File: src/rtl/wb_multi_master_port_pkg.sv
// rtl/wb_multi_master_port_pkg.sv - shared line geometry and wishbone port state type
package lc3b_types;

    localparam int LINE_OFFSET_W = 4;
    localparam int LINE_W        = 128;

    typedef enum logic [1:0] {
        IDLE = 2'd0,
        BUSY = 2'd1,
        RESP = 2'd2
    } wb_state_t;

endpackage

File: src/rtl/wb_multi_master_port_rr_arbiter.sv
// rtl/wb_multi_master_port_rr_arbiter.sv - combinational round-robin arbiter
module rr_arbiter #(
    parameter int N     = 2,
    parameter int IDX_W = (N > 1) ? $clog2(N) : 1
) (
    input  logic [N-1:0]     req_i,
    input  logic [IDX_W-1:0] ptr_i,
    output logic [N-1:0]     grant_o,
    output logic [IDX_W-1:0] idx_o,
    output logic             any_o
);

    logic [IDX_W-1:0] k;

    // Walk the channels starting at the pointer; the first requester found wins.
    always_comb begin
        grant_o = '0;
        idx_o   = '0;
        any_o   = 1'b0;
        k       = '0;
        for (int off = 0; off < N; off++) begin
            k = IDX_W'((int'(ptr_i) + off) % N);
            if (!any_o && req_i[k]) begin
                grant_o[k] = 1'b1;
                idx_o      = k;
                any_o      = 1'b1;
            end
        end
    end

endmodule

File: src/rtl/wb_multi_master_port.sv
// rtl/wb_multi_master_port.sv - N-channel line request bridge onto one registered wishbone master
module wb_multi_master_port
    import lc3b_types::*;
#(
    parameter int NUM_CH      = 2,
    parameter int ADDR_W      = 16,
    parameter int OFFSET_W    = LINE_OFFSET_W,
    parameter int DATA_W      = LINE_W,
    parameter int TIMEOUT_CYC = 255
) (
    input  logic                         clk,
    input  logic                         rst,
    input  logic [NUM_CH-1:0]            ch_read,
    input  logic [NUM_CH-1:0]            ch_write,
    input  logic [NUM_CH*ADDR_W-1:0]     ch_addr,
    input  logic [NUM_CH*DATA_W-1:0]     ch_wdata,
    input  logic [NUM_CH*(DATA_W/8)-1:0] ch_byte_en,
    output logic [NUM_CH-1:0]            ch_resp,
    output logic [NUM_CH-1:0]            ch_err,
    output logic [DATA_W-1:0]            ch_rdata,
    output logic [ADDR_W-OFFSET_W-1:0]   wb_ADR,
    output logic [DATA_W-1:0]            wb_DAT_S,
    output logic [DATA_W/8-1:0]          wb_SEL,
    output logic                         wb_STB,
    output logic                         wb_CYC,
    output logic                         wb_WE,
    input  logic [DATA_W-1:0]            wb_DAT_M,
    input  logic                         wb_ACK
);

    localparam int SEL_W    = DATA_W / 8;
    localparam int WB_ADR_W = ADDR_W - OFFSET_W;
    localparam int IDX_W    = (NUM_CH > 1) ? $clog2(NUM_CH) : 1;
    localparam int TMR_W    = (TIMEOUT_CYC > 0) ? $clog2(TIMEOUT_CYC + 1) : 1;
    localparam logic [TMR_W:0] TMO = (TMR_W + 1)'(TIMEOUT_CYC);

    wb_state_t             state_q;
    logic                  stb_q;
    logic                  we_q;
    logic [WB_ADR_W-1:0]   adr_q;
    logic [DATA_W-1:0]     dat_q;
    logic [SEL_W-1:0]      sel_q;
    logic [NUM_CH-1:0]     gnt_q;
    logic [IDX_W-1:0]      gidx_q;
    logic [IDX_W-1:0]      ptr_q;
    logic [TMR_W-1:0]      timer_q;
    logic [NUM_CH-1:0]     resp_q;
    logic [NUM_CH-1:0]     err_q;
    logic [DATA_W-1:0]     rdata_q;

    logic [NUM_CH-1:0]     arb_grant;
    logic [IDX_W-1:0]      arb_idx;
    logic                  arb_any;

    rr_arbiter #(
        .N     (NUM_CH),
        .IDX_W (IDX_W)
    ) u_arb (
        .req_i   (ch_read | ch_write),
        .ptr_i   (ptr_q),
        .grant_o (arb_grant),
        .idx_o   (arb_idx),
        .any_o   (arb_any)
    );

    // Transaction FSM: capture the granted request, hold the bus until ACK or timeout, pulse the response.
    always_ff @(posedge clk or posedge rst) begin
        if (rst) begin
            state_q <= IDLE;
            stb_q   <= 1'b0;
            we_q    <= 1'b0;
            adr_q   <= '0;
            dat_q   <= '0;
            sel_q   <= '0;
            gnt_q   <= '0;
            gidx_q  <= '0;
            ptr_q   <= '0;
            timer_q <= '0;
            resp_q  <= '0;
            err_q   <= '0;
            rdata_q <= '0;
        end else begin
            resp_q <= '0;
            err_q  <= '0;
            case (state_q)
                IDLE: begin
                    if (arb_any) begin
                        // A channel asserting both read and write is treated as a write.
                        we_q    <= ch_write[arb_idx];
                        adr_q   <= ch_addr[arb_idx*ADDR_W + OFFSET_W +: WB_ADR_W];
                        dat_q   <= ch_wdata[arb_idx*DATA_W +: DATA_W];
                        sel_q   <= ch_write[arb_idx] ? ch_byte_en[arb_idx*SEL_W +: SEL_W] : '1;
                        gnt_q   <= arb_grant;
                        gidx_q  <= arb_idx;
                        timer_q <= '0;
                        stb_q   <= 1'b1;
                        state_q <= BUSY;
                    end
                end
                BUSY: begin
                    if (wb_ACK) begin
                        stb_q   <= 1'b0;
                        rdata_q <= we_q ? '0 : wb_DAT_M;
                        resp_q  <= gnt_q;
                        state_q <= RESP;
                    end else if (TIMEOUT_CYC != 0 && ({1'b0, timer_q} + 1'b1) == TMO) begin
                        // The TIMEOUT_CYC-th BUSY cycle passed without ACK: abort with error.
                        stb_q   <= 1'b0;
                        rdata_q <= '0;
                        resp_q  <= gnt_q;
                        err_q   <= gnt_q;
                        state_q <= RESP;
                    end else begin
                        timer_q <= timer_q + 1'b1;
                    end
                end
                RESP: begin
                    ptr_q   <= (int'(gidx_q) == NUM_CH - 1) ? '0 : gidx_q + 1'b1;
                    state_q <= IDLE;
                end
                default: begin
                    stb_q   <= 1'b0;
                    state_q <= IDLE;
                end
            endcase
        end
    end

    assign wb_STB   = stb_q;
    assign wb_CYC   = stb_q;
    assign wb_WE    = we_q;
    assign wb_ADR   = adr_q;
    assign wb_DAT_S = dat_q;
    assign wb_SEL   = sel_q;
    assign ch_resp  = resp_q;
    assign ch_err   = err_q;
    assign ch_rdata = rdata_q;

endmodule
File: config.mk
export PLATFORM = sky130hd
export DESIGN_NAME = wb_multi_master_port
export DESIGN_NICKNAME = d
export VERILOG_FILES = /design/src/rtl/wb_multi_master_port_pkg.sv /design/src/rtl/wb_multi_master_port_rr_arbiter.sv /design/src/rtl/wb_multi_master_port.sv
export SDC_FILE = /design/constraint.sdc
export NUM_CORES = 1
export LEC_CHECK = 0
export BUFFER_PORTS_ARGS = -buffer_cell sky130_fd_sc_hd__buf_2
export CAP_MARGIN = 20
export CELL_PAD_IN_SITES_DETAIL_PLACEMENT = 2
export CELL_PAD_IN_SITES_GLOBAL_PLACEMENT = 2
export CORE_AREA = 2 2 294 296
export CTS_BUF_LIST = sky130_fd_sc_hd__clkbuf_8
export CTS_CLUSTER_DIAMETER = 30
export DETAILED_ROUTE_END_ITERATION = 12
export DIE_AREA = 0 0 296 298
export MAX_ROUTING_LAYER = met4
export PLACE_DENSITY = 0.63
export RECOVER_POWER = 25
export SETUP_SLACK_MARGIN = 0.02
export SLEW_MARGIN = 5
export SYNTH_ARGS = -nofsm -noshare
export SYNTH_HDL_FRONTEND = slang
export SYNTH_HIERARCHICAL = 1
export SYNTH_SLANG_ARGS = --single-unit
File: constraint.sdc
create_clock -name clk -period 10 [get_ports clk]
set_input_delay 2 -clock clk [delete_from_list [all_inputs] [get_ports clk]]
set_output_delay 2 -clock clk [all_outputs]
set_load 0.05 [all_outputs]
After elaboration in Yosys (flattened, before gate mapping). Index checks and enable logic that the tools add are counted.

Memories kept: 0. Output and inout bits: 291. Latch bits: 0. Bits in read-only memories: 0. Flip-flop bits (word level): 304. Memory bits (writable): 0. Word-level logic and storage cells: 86.

Add/sub/neg operators: 5. Reductions and logical operators: 12. Muxes and demuxes: 38. Multiply operators: 0. Divide/modulo/power cells: 0. Eq/ne operators: 7. Shift-type cells: 3. Magnitude comparators: 5. Bitwise operators: 3.

Operators with widths (count): $mux 128 (3); $shiftx 256x9->128 (1); $shiftx 32x6->16 (1); $shiftx 32x7->12 (1); $mux 8 (3); $mux 2 (10); $mux 1 (16); $mux 16 (1); $pmux 8 s2 (1); $add 8x1->9 const B (1); $eq 9x8->1 const B (1); $add 8x1->8 const B (1); $add 5x3->6 const B (1); $lt 1x2->1 const B (3); $ne 2x2->1 const B (3); $reduce_and 2->1 (3); $or 2x2->2 (2); $pmux 2 s2 (1); $reduce_and 4->1 (1); $reduce_bool 2->1 (2); $logic_and 1x1->1 (3); $ne 3x3->1 const B (1); $pmux 1 s3 (1); $reduce_and 3->1 (1); other kinds (8) (11).

Logic depth before layout (Yosys ltp). Gate-level depths: netlist (run 1).

Depth in word-level cells: 10. Mapped depth: 9. Depth with buffers taken out: 8.

Modules after synthesis. The synthesis (run 1) kept the hierarchy.

By module, submodules not included: wb_multi_master_port (sequential area each 7607.3 sq um, times used 1, cells an instance 1058, area each 12593.3 sq um); rr_arbiter (sequential area each 0.0 sq um, times used 1, cells an instance 5, area each 32.5 sq um).

Worst setup path after synthesis (run 1). OpenSTA, ideal clock, no wires.

Path kind: input -> register. Start point: input ch_write[0]. End point: register sel_q[10], in the netlist wb_SEL[10]. Path buffers: 3. Arrival: 3455 ps. Cell stages on the path: 7. Setup time: 140 ps. Slack: 6405 ps. Cells stage by stage: or2_2 -> a21boi_0 -> clkbuf_1 -> buf_2 -> buf_2 -> mux2i_1 -> a21oi_1.

Longest elaborated chain between the ends: 10. Elaborated cells between the ends (all ways): 16. Those cells by class: shift (1); mux (11); bitwise (1); reduce/logical (3).

Ends and longest elaborated chain: start, declared (line wb_multi_master_port.sv:14) `input logic [NUM_CH-1:0] ch_write,`; $or 2x2->2 * (line wb_multi_master_port.sv:59) `.req_i (ch_read | ch_write),`; $mux 1 (implied by the code) (2 in a row) (line wb_multi_master_port_rr_arbiter.sv:23) `if (!any_o && req_i[k]) begin`; $mux 1 (line wb_multi_master_port_rr_arbiter.sv:23); $logic_not 1->1 (line wb_multi_master_port_rr_arbiter.sv:23); $logic_and 1x1->1 (line wb_multi_master_port_rr_arbiter.sv:23); $mux 1 * (line wb_multi_master_port_rr_arbiter.sv:23); net arb_idx (line wb_multi_master_port.sv:52) `logic [IDX_W-1:0] arb_idx;`; branches (longest 2 deep; another with $shiftx 32x6->16); $mux 16 * (line wb_multi_master_port.sv:92) `sel_q <= ch_write[arb_idx] ? ch_byte_en[arb_idx*SEL_W +: SEL_W] : '1;`; end signal, assigned (line wb_multi_master_port.sv:92); end, declared (line wb_multi_master_port.sv:42) `logic [SEL_W-1:0] sel_q;`.

Mark *: on every way through the listed nets, which the timed path passes. The select of a mux whose other input is x is not followed. A chain may end at the register's enable or synchronous reset.

Final worst setup path (run 1).
Start point: input ch_write[0]. End point: register dat_q[64], in the netlist wb_DAT_S[64].

Longest elaborated chain between the ends: 8. Elaborated cells between the ends (all ways): 13. Those cells by class: shift (1); mux (8); bitwise (1); reduce/logical (3).

Ends and longest elaborated chain: $or 2x2->2 * (line wb_multi_master_port.sv:59); $mux 1 (implied by the code) (2 in a row) (line wb_multi_master_port_rr_arbiter.sv:23); $mux 1 (line wb_multi_master_port_rr_arbiter.sv:23); $logic_not 1->1 (line wb_multi_master_port_rr_arbiter.sv:23); $logic_and 1x1->1 (line wb_multi_master_port_rr_arbiter.sv:23); $mux 1 * (line wb_multi_master_port_rr_arbiter.sv:23); net arb_any (line wb_multi_master_port.sv:53) `logic arb_any;`; $reduce_and 2->1 (no line) *; end signal, assigned (line wb_multi_master_port.sv:91) `dat_q <= ch_wdata[arb_idx*DATA_W +: DATA_W];`; end, declared (line wb_multi_master_port.sv:41) `logic [DATA_W-1:0] dat_q;`.

The timed path passes the listed nets; every way through them passes the cells marked *. The select of a mux whose other input is x is not followed.

==> flow_metrics.tcl, run 1 <==
set metrics [dict create \
    dp_hpwl_um 39800 \
    rr_worst_depth 8 \
    layout_common_cells "buf_2, dfrtp_1, mux2i_1" \
    tightest_slew_ns 3.19 \
    hp-class "flop to flop" \
    htree_levels 3 \
    slowest_stage "nand2_1" \
    post-place-ws_ns 4.76 \
    grt_pass1_wl_um 79400 \
    setup-violations-final 0 \
    max_cap_violations 3 \
    tns_ns 0 \
    period_share_pct 51.7 \
    drt_iter0_drc 316 \
    critPathCaptureType "flop" \
    violations "capacitance limit, slew limit" \
    synthFlopType "dfrtp_1" \
    dp_cells 2875 \
    gr-usage-all-layers_pct 12.0 \
    vdd_drop_max_mv 0.138 \
    period_needed_ns 5.17 \
    maxSlewHeadroom_pct -112 \
    die_h_um 298 \
    clock_skew_ns 0.0485 \
    placementRows 107 \
    core-area_um2 84900 \
    outcome "finished, violations left" \
    floorplan.initialDensity_pct 14.9 \
    leakagePower_uw 0.0103 \
    gp_congestion 0.816 \
    clkSinkCount 304 \
    die_area_um2 88200 \
    cts_resized 0 \
    cts_hold_buf 0 \
    rsz0062_at_grt "false" \
    cp_top_family "simple AND/OR/NAND/NOR gates" \
    grt_pass1_vias 13384 \
    max_freq_mhz 193 \
    hold_slack_ns 0.447 \
    path_common_cell "buf_4" \
    drv_slew 148 \
    critPathLaunchType "primary input" \
    crit_path_cell_trace "buf_2 > or2_2 > or2_0 > nand2_1 > buf_4 > buf_4 > o21ai_0" \
    final_common_cell "buf_2" \
    path_class "primary input to flop" \
    arrival_ns 5.68 \
    synthArstFlopShare_pct 100 \
    clockBufferDepth 3 \
    drive_above_1_share_pct 48.4 \
    cts_tree "done" \
    power_density_nw_per_um2 433 \
    clock_latency_ns 0.69 \
    syn_to_final_growth_pct 57.1 \
    ios 746 \
    avgSynthCellArea_um2 11.9 \
    r2r_setup_slack_ns 5.39 \
    reg2reg_to "ch_rdata[10]" \
    drc 0 \
    clock-root-buffer "clkbuf_8" \
    cp_max_fo 105 \
    synth_seq_cells 304 \
    setup_ws_ns 4.83 \
    syn_area_um2 12600 \
    max_stage_delay_ns 1.23 \
    vias_per_cell 3.81 \
    path_clk_slew_ns 0.05 \
    portBuffers 737 \
    cp.buffers_inverters 3 \
    regToRegStartpoint "timer_q[0]" \
    grt_max_degree 142 \
    yosys_warnings 6 \
    wl_per_cell_um 17.4 \
    vias 11635 \
    ys_types 40 \
    drtAntennaViolNets 0 \
    grt-ovfl-total 0 \
    ys_seq_area_share_pct 60.3 \
    antenna_found_initial 3 \
    routed_wl_um 53300 \
    utilization_pct 23.4 \
    hp-start "gidx_q" \
    hold-path-endpoint "ptr_q" \
    fin_nets 2285 \
    die_x_um 296 \
    synth_cells 1063 \
    worst_ep_required_time_ns 10.51 \
    instances_no_fill 3056 \
    synth_edf_count 0 \
    hold_viol 0 \
    cts_made_buffers 94 \
    synth_nets 1520 \
    whs_path_depth 1 \
    dr.pass1.iters 4 \
    cts_setup_buffers 0 \
]
==> layer usage <==
metal	GRT usage (%)	wire length [um]
met1	12.5	20000
met2	20.8	27300
met3	4.18	4700
met4	4.46	1320
met5	-	0
==> stage by stage <==
stage	total power, uW	cell area [um2]
final	8590	19800
after global routing	9110	19800
after CTS	8780	19800
after detailed placement	6350	17400
after global placement	6240	17400
after floorplan	5190	12600
==> area by class of cell <==
type	count	area, um2
Fill cell	9707	65000
Sequential cell	304	7610
Multi-Input combinational cell	671	4520
Timing Repair Buffer	751	3810
Clock buffer	116	1600
Tap cell	1144	1430
Clock inverter	58	830
Inverter	6	26.3
Antenna cell	6	15.0
==> power breakdown <==
| part | switching [uW] | internal (uW) | leakage, uW | total [uW] |
|---|---|---|---|---|
| sequential | 325 | 1820 | 0.00379 | 2150 |
| clock | 757 | 1560 | 0.00127 | 2310 |
| combinational | 3170 | 960 | 0.00520 | 4130 |
| total | 4260 | 4340 | 0.0103 | 8590 |
==> worst max path at each step <==
| stage | slack (ns) | cells past startpoint | end | from |
|---|---|---|---|---|
| floorplan | 3.96 | 1 | ch_err[0] | rst |
| global route | 4.41 | 7 | wb_DAT_S[90] | ch_write[0] |
| finish | 4.83 | 7 | wb_DAT_S[64] | ch_write[0] |
| detailed placement | 4.76 | 7 | wb_DAT_S[109] | ch_write[0] |
| global placement | 4.87 | 7 | wb_DAT_S[109] | ch_write[0] |
| CTS | 5.57 | 7 | wb_DAT_S[109] | ch_write[0] |
==> worst register-to-register path, cell delays in order, from the launching register on <==
cell and delay [ns]:
dfrtp_1 0.44, ha_1 0.26, and3b_1 0.20, a31oi_2 0.23
nor3_2 0.13, o21ai_4 0.13, clkbuf_1 1.85, buf_4 0.94
a22o_1 0.35
==> synthesized netlist by cell type, drive strengths merged (2+ instances only) <==
library cell | n | area share [%]
nand3 | 6 | 0.28
nor3 | 2 | 0.12
mux2i | 157 | 12
dfrtp | 304 | 60
a21boi | 3 | 0.18
clkbuf | 36 | 1.1
a31oi | 2 | 0.15
and3 | 6 | 0.30
and2 | 3 | 0.15
or2 | 3 | 0.15
ha | 2 | 0.20
buf | 46 | 2.8
o21ai | 148 | 6.0
nand2 | 154 | 4.6
a21oi | 20 | 0.79
nor2 | 23 | 0.68
inv | 6 | 0.18
a22o | 128 | 8.9
o31ai | 4 | 0.28
==> cell families after synthesis <==
logic type                 after synthesis  synth area share [%]
and+or+nand+nor                        204                  6.65
adders and majority gates                2                 0.198
muxes                                  157                  12.4
AOI/OAI and AO/OA                      308                  16.4
DFF                                    304                  60.3
buffers and inverters                   88                  4.04
==> flip-flops by register name, summed over array words and instances (netlist names) <==
name      flops
wb_WE         1
wb_SEL       16
gidx_q        1
ptr_q         1
state_q       2
wb_ADR       12
wb_CYC        1
wb_DAT_S    128
timer_q       8
gnt_q         2
ch_resp       2
ch_err        2
ch_rdata    128
(Power assumes the default switching activity.)
==> inputs of run 2 (changes only) <==
--- a/config.mk
+++ b/config.mk
@@ -9,13 +9,13 @@
 export CAP_MARGIN = 20
 export CELL_PAD_IN_SITES_DETAIL_PLACEMENT = 2
 export CELL_PAD_IN_SITES_GLOBAL_PLACEMENT = 2
-export CORE_AREA = 2 2 294 296
+export CORE_AREA = 2 2 291 293
 export CTS_BUF_LIST = sky130_fd_sc_hd__clkbuf_8
 export CTS_CLUSTER_DIAMETER = 30
 export DETAILED_ROUTE_END_ITERATION = 12
-export DIE_AREA = 0 0 296 298
+export DIE_AREA = 0 0 293 295
 export MAX_ROUTING_LAYER = met4
-export PLACE_DENSITY = 0.63
+export PLACE_DENSITY = 0.62
 export RECOVER_POWER = 25
 export SETUP_SLACK_MARGIN = 0.02
 export SLEW_MARGIN = 5
==> constraint.sdc (replaced) <==
create_clock -name clk -period 4.9 [get_ports clk]
set_input_delay 0.98 -clock clk [delete_from_list [all_inputs] [get_ports clk]]
set_output_delay 0.98 -clock clk [all_outputs]
set_load 0.05 [all_outputs]
==> run 2 against run 1 <==
The run still ends with capacitance limit, slew limit left. Non-clock buffer count up 23. Wire length rose by 2.3%. Clock skew grew 0.0088 ns. Final area up 0.15%. Hold slack improved by 0.025 ns. Count of clock-buffer cells in the layout decreased by 7. First-iteration DRC count decreased by 32%. Sequential power up 110%. Highest routed layer unchanged. Total power is 100% higher. Cell count down 1.6%.
==> flow_metrics.tcl, run 2 (same netlist as run 1, synthesis figures left out) <==
set metrics [dict create \
    die_x_um 293 \
    tightest_slew_ns 1.82 \
    max_stage_delay_ns 1.37 \
    nFillCells 9396 \
    top_layer "met4" \
    clockBufferDepth 3 \
    hp-class "flop to flop" \
    max_freq_mhz 341 \
    power_density_nw_per_um2 876 \
    drt_iter0_drc 214 \
    critPathCaptureType "async pin" \
    grt_pass1_wl_um 81200 \
    die_area_um2 86400 \
    clock-root-buffer "clkbuf_8" \
    htree_levels 3 \
    outcome "finished, violations left" \
    cts_resized 0 \
    drv_slew 27 \
    period_share_pct 59.9 \
    die_h_um 295 \
    layout_common_cells "buf_2, dfrtp_1, mux2i_1" \
    path_common_cell "clkbuf_1" \
    dr.pass1.iters 4 \
    tns_ns 0 \
    period_needed_ns 2.94 \
    crit_path_cell_trace "clkbuf_1 > clkinvlp_2 > clkbuf_1 > buf_12" \
    grt_pass1_vias 13458 \
    wl_met2_um 28600 \
    dp_hpwl_um 41200 \
    gr-usage-all-layers_pct 12.5 \
    leakagePower_uw 0.0103 \
    antenna_found_initial 3 \
    violations "capacitance limit, slew limit" \
    cts_tree "done" \
    drc 0 \
    worst_ep_required_time_ns 5.70 \
    ios 746 \
    clock_latency_ns 0.69 \
    hold_slack_ns 0.472 \
    vias_per_cell 3.93 \
    cts_hold_buf 0 \
    routed_wl_um 54500 \
    max_cap_violations 2 \
    path_class "primary input to async pin" \
    drive_above_1_share_pct 48.7 \
    setup-violations-final 0 \
    placementRows 106 \
    floorplan.initialDensity_pct 15.2 \
    arrival_ns 3.74 \
    path_clk_slew_ns 0.05 \
    hold_viol 0 \
    core-area_um2 83200 \
    wl_met3_um 4110 \
    drtAntennaViolNets 0 \
    grt_max_degree 130 \
    portBuffers 737 \
    maxSlewHeadroom_pct -21.2 \
    clkSinkCount 304 \
    final_common_cell "buf_2" \
    cp_max_fo 51 \
    vdd_drop_max_mv 0.275 \
    wl_per_cell_um 18.1 \
    instances_no_fill 3007 \
    dp_cells 2835 \
    vias 11823 \
    rsz0062_at_grt "false" \
    slowest_stage "clkbuf_1" \
    clock_skew_ns 0.0573 \
    cts_setup_buffers 0 \
    wl_met1_um 20300 \
    fin_nets 2305 \
    grt-ovfl-total 0 \
    syn_to_final_growth_pct 57.4 \
    gp_congestion 0.816 \
    critPathLaunchType "primary input" \
    cts_made_buffers 91 \
]
[run 2: power by group]
part / internal, uW / leakage (uW) / switching (uW)
clock network: 2860 / 0.00118 / 1550
registers: 3720 / 0.00379 / 694
logic: 2080 / 0.00535 / 6510
[run 2: routing by layer]
| metal | global-route usage, % | vias up |
|---|---|---|
| li1 | - | 5399 |
| met1 | 13.2 | 5803 |
| met2 | 21.9 | 512 |
| met3 | 3.89 | 109 |
| met4 | 4.65 | 0 |
| met5 | - | - |
[run 2: worst max-delay path: cells and delay by family]
family / cells / cell delay [ns]
buffers and inverters: 4 / 2.69
[run 2: layout make-up]
type	instances	area, um2	share of cell area, %
diodes	4	10.0	0.0504
clock buffers	109	1500	7.55
clock inverters	59	764	3.85
inverters	6	23.8	0.120
multi-input cells	671	4530	22.8
flip-flops and latches	304	7610	38.3
well taps	1080	1350	6.80
repair buffers	774	4080	20.5
[run 2: stage by stage]
| stage | area, um2 | util [%] | worst slack, ns | total power (uW) |
|---|---|---|---|---|
| 3_5_place_dp | 17600 | 21.2 | 1.71 | 13200 |
| 4_1_cts | 19900 | 23.9 | 2.39 | 17800 |
| 2_1_floorplan | 12600 | - | -0.123 | 10600 |
| 5_1_grt | 19900 | 23.9 | 1.53 | 18400 |
| 6_report | 19900 | 23.9 | 1.96 | 17400 |
| 3_3_place_gp | 17600 | 21.2 | 1.40 | 12900 |
[run 2: path summary, 6_finish.rpt]
| path | startpoint | end | slack [ns] | cells after the start |
|---|---|---|---|---|
| max | rst | wb_DAT_S[69] | 1.96 | 4 |
| min | wb_DAT_S[102] | wb_DAT_S[102] | 0.47 | 2 |
| max reg2reg | timer_q[0] | ch_rdata[117] | 2.53 | 8 |
| min reg2reg | wb_DAT_S[102] | wb_DAT_S[102] | 0.47 | 2 |
| max in group clk | ch_write[1] | wb_DAT_S[93] | 2.47 | 6 |
| min in group asynchronous | rst | ch_rdata[32] | 0.62 | 2 |
==> inputs of run 3 (changes only) <==
--- a/config.mk
+++ b/config.mk
@@ -9,13 +9,13 @@
 export CAP_MARGIN = 20
 export CELL_PAD_IN_SITES_DETAIL_PLACEMENT = 2
 export CELL_PAD_IN_SITES_GLOBAL_PLACEMENT = 2
-export CORE_AREA = 2 2 291 293
+export CORE_AREA = 2 2 294 296
 export CTS_BUF_LIST = sky130_fd_sc_hd__clkbuf_8
 export CTS_CLUSTER_DIAMETER = 30
 export DETAILED_ROUTE_END_ITERATION = 12
-export DIE_AREA = 0 0 293 295
+export DIE_AREA = 0 0 296 298
 export MAX_ROUTING_LAYER = met4
-export PLACE_DENSITY = 0.62
+export PLACE_DENSITY = 0.63
 export RECOVER_POWER = 25
 export SETUP_SLACK_MARGIN = 0.02
 export SLEW_MARGIN = 5
==> constraint.sdc (replaced) <==
create_clock -name clk -period 2.7 [get_ports clk]
set_input_delay 0.54 -clock clk [delete_from_list [all_inputs] [get_ports clk]]
set_output_delay 0.54 -clock clk [all_outputs]
set_load 0.05 [all_outputs]
==> run 3 against run 2 <==
The flow now finishes without violations. Wire length is 5.5% higher. Clock power rose by 77%. Core utilization rose by 0.59 points. Setup slack got worse by 1.6 ns. First-iteration DRC count grew 44%. Hold slack got worse by 0.37 ns. Critical path depth up 4. Combinational power is 85% higher.
==> flow_metrics.tcl, run 3 (same netlist as run 1, synthesis figures left out) <==
set metrics [dict create \
    outcome "finished, final reports clean" \
    cts_tree "done" \
    critPathLaunchType "flop" \
    portBuffers 737 \
    r2r_setup_slack_ns 0.40 \
    maxSlewHeadroom_pct 27.6 \
    max_stage_delay_ns 0.45 \
    drv_slew 0 \
    path_class "flop to flop" \
    leakagePower_uw 0.0107 \
    seqPwrFrac_pct 25.3 \
    placementRows 107 \
    grt_pass1_vias 14336 \
    p_sw_share_pct 50.6 \
    tightest_slew_ns 1.09 \
    period_needed_ns 2.30 \
    die_area_um2 88200 \
    dp_hpwl_um 41800 \
    hp-class "primary input to flop" \
    drtAntennaViolNets 0 \
    cts_made_buffers 96 \
    hold_slack_ns 0.0986 \
    die_x_um 296 \
    reg2reg_to "ch_rdata[18]" \
    cp_top_family "compound AO/OA/AOI/OAI gates" \
    ios 746 \
    floorplan.initialDensity_pct 14.9 \
    path_common_cell "buf_12" \
    vias 12274 \
    clock-root-buffer "clkbuf_8" \
    arrival_ns 2.90 \
    clkSinkCount 304 \
    core-area_um2 84900 \
    drt_iter0_drc 308 \
    path_clk_slew_ns 0.05 \
    max_freq_mhz 434 \
    layout_common_cells "buf_2, dfrtp_1, mux2i_1" \
    final_common_cell "buf_2" \
    syn_to_final_growth_pct 64.6 \
    gp_congestion 0.809 \
    htree_levels 3 \
    rsz0062_at_grt "false" \
    slowest_stage "dfrtp_1" \
    cp.buffers_inverters 2 \
    regToRegStartpoint "timer_q[0]" \
    power_density_nw_per_um2 1530 \
    die_h_um 298 \
    max_cap_violations 0 \
    drc 0 \
    critPathCaptureType "flop" \
    final_area_um2 20800 \
    wl_per_cell_um 18.1 \
    rr_worst_depth 8 \
    vdd_drop_max_mv 0.488 \
    internal-power_uw 15700 \
    hp-start "wb_DAT_M[83]" \
    p_sw_uw 16100 \
    clock_latency_ns 0.70 \
    clock_skew_ns 0.0543 \
    routed_wl_um 57500 \
    whs_path_depth 2 \
    vias_per_cell 3.87 \
    gr-usage-all-layers_pct 13.1 \
    grt_max_degree 75 \
    grt_pass1_wl_um 86100 \
    fin_nets 2404 \
    dpl-instance-area_um2 17900 \
    period_share_pct 85.2 \
    hold_viol 0 \
    crit_path_cell_trace "ha_1 > and3b_1 > a31oi_2 > nor3_2 > o21ai_4 > buf_12 > buf_12 > a22o_1" \
    antenna_found_initial 6 \
    worst_ep_required_time_ns 3.30 \
    grt-ovfl-total 0 \
    pwr-share-comb_pct 50.1 \
    setup-violations-final 0 \
    hold-path-endpoint "ch_rdata[83]" \
    dr.pass1.iters 4 \
    cp_max_fo 65 \
    clockBufferDepth 3 \
    drive_above_1_share_pct 47.7 \
    p_clk_share_pct 24.6 \
]
==> run 3: area by class of cell <==
type                    instances  area [um2]
fillers                      9681       64100
flip-flops and latches        304        7610
repair buffers                868        4960
multi-input cells             671        4530
clock buffers                 113        1560
well taps                    1144        1430
clock inverters                61         666
inverters                       6        23.8
diodes                          5        12.5
==> run 3: timing repair <==
| item | in CTS | in global routing |
|---|---|---|
| hold endpoints to repair | 83 | 0 |
| hold buffers | 73 | 0 |
| gates resized for setup | 0 | 0 |
| buffers inserted | 0 | 0 |
| endpoints found under the setup margin | 0 | 0 |
==> run 3: worst max path at each step <==
stage,from,endpoint,cells after the start
finish,timer_q[0],ch_rdata[18],8
global route,rst,ch_rdata[61],5
CTS,timer_q[0],ch_rdata[26],8
detailed placement,ch_write[0],wb_DAT_S[48],6
global placement,ch_write[0],wb_DAT_S[81],7
floorplan,rst,ch_err[0],1
==> run 3: per-stage QoR <==
stage / std cells / worst slack (ns) / setup TNS [ns] / util [%] / total power [uW]
after floorplan: 1063 / -1.88 / -572.43 / - / 19200
after global placement: 2920 / 0.436 / 0 / 21.1 / 23600
after detailed placement: 2920 / 0.352 / 0 / 21.1 / 24000
after CTS: 3167 / 0.386 / 0 / 24.5 / 32300
after global routing: 3172 / 0.158 / 0 / 24.5 / 33700
final: 3172 / 0.398 / 0 / 24.5 / 31800
==> run 3: power by group through the flow <==
stage          clock [uW]  combinational (uW)  sequential [uW]
6_report             7820               15900             8040
2_1_floorplan           0                4010            15200
3_3_place_gp            0               15700             7930
3_5_place_dp            0               16000             8050
4_1_cts              8090               16100             8040
5_1_grt              8390               16900             8340
==> run 3: per-layer routing <==
layer  up-vias  GRT usage, %  part of all wire (%)
li1       5602             -                     -
met5         -             -                     0
met3       109          4.74                   9.1
met4         0          5.76                   2.8
met1      6007          13.1                    37
met2       556          22.7                    51
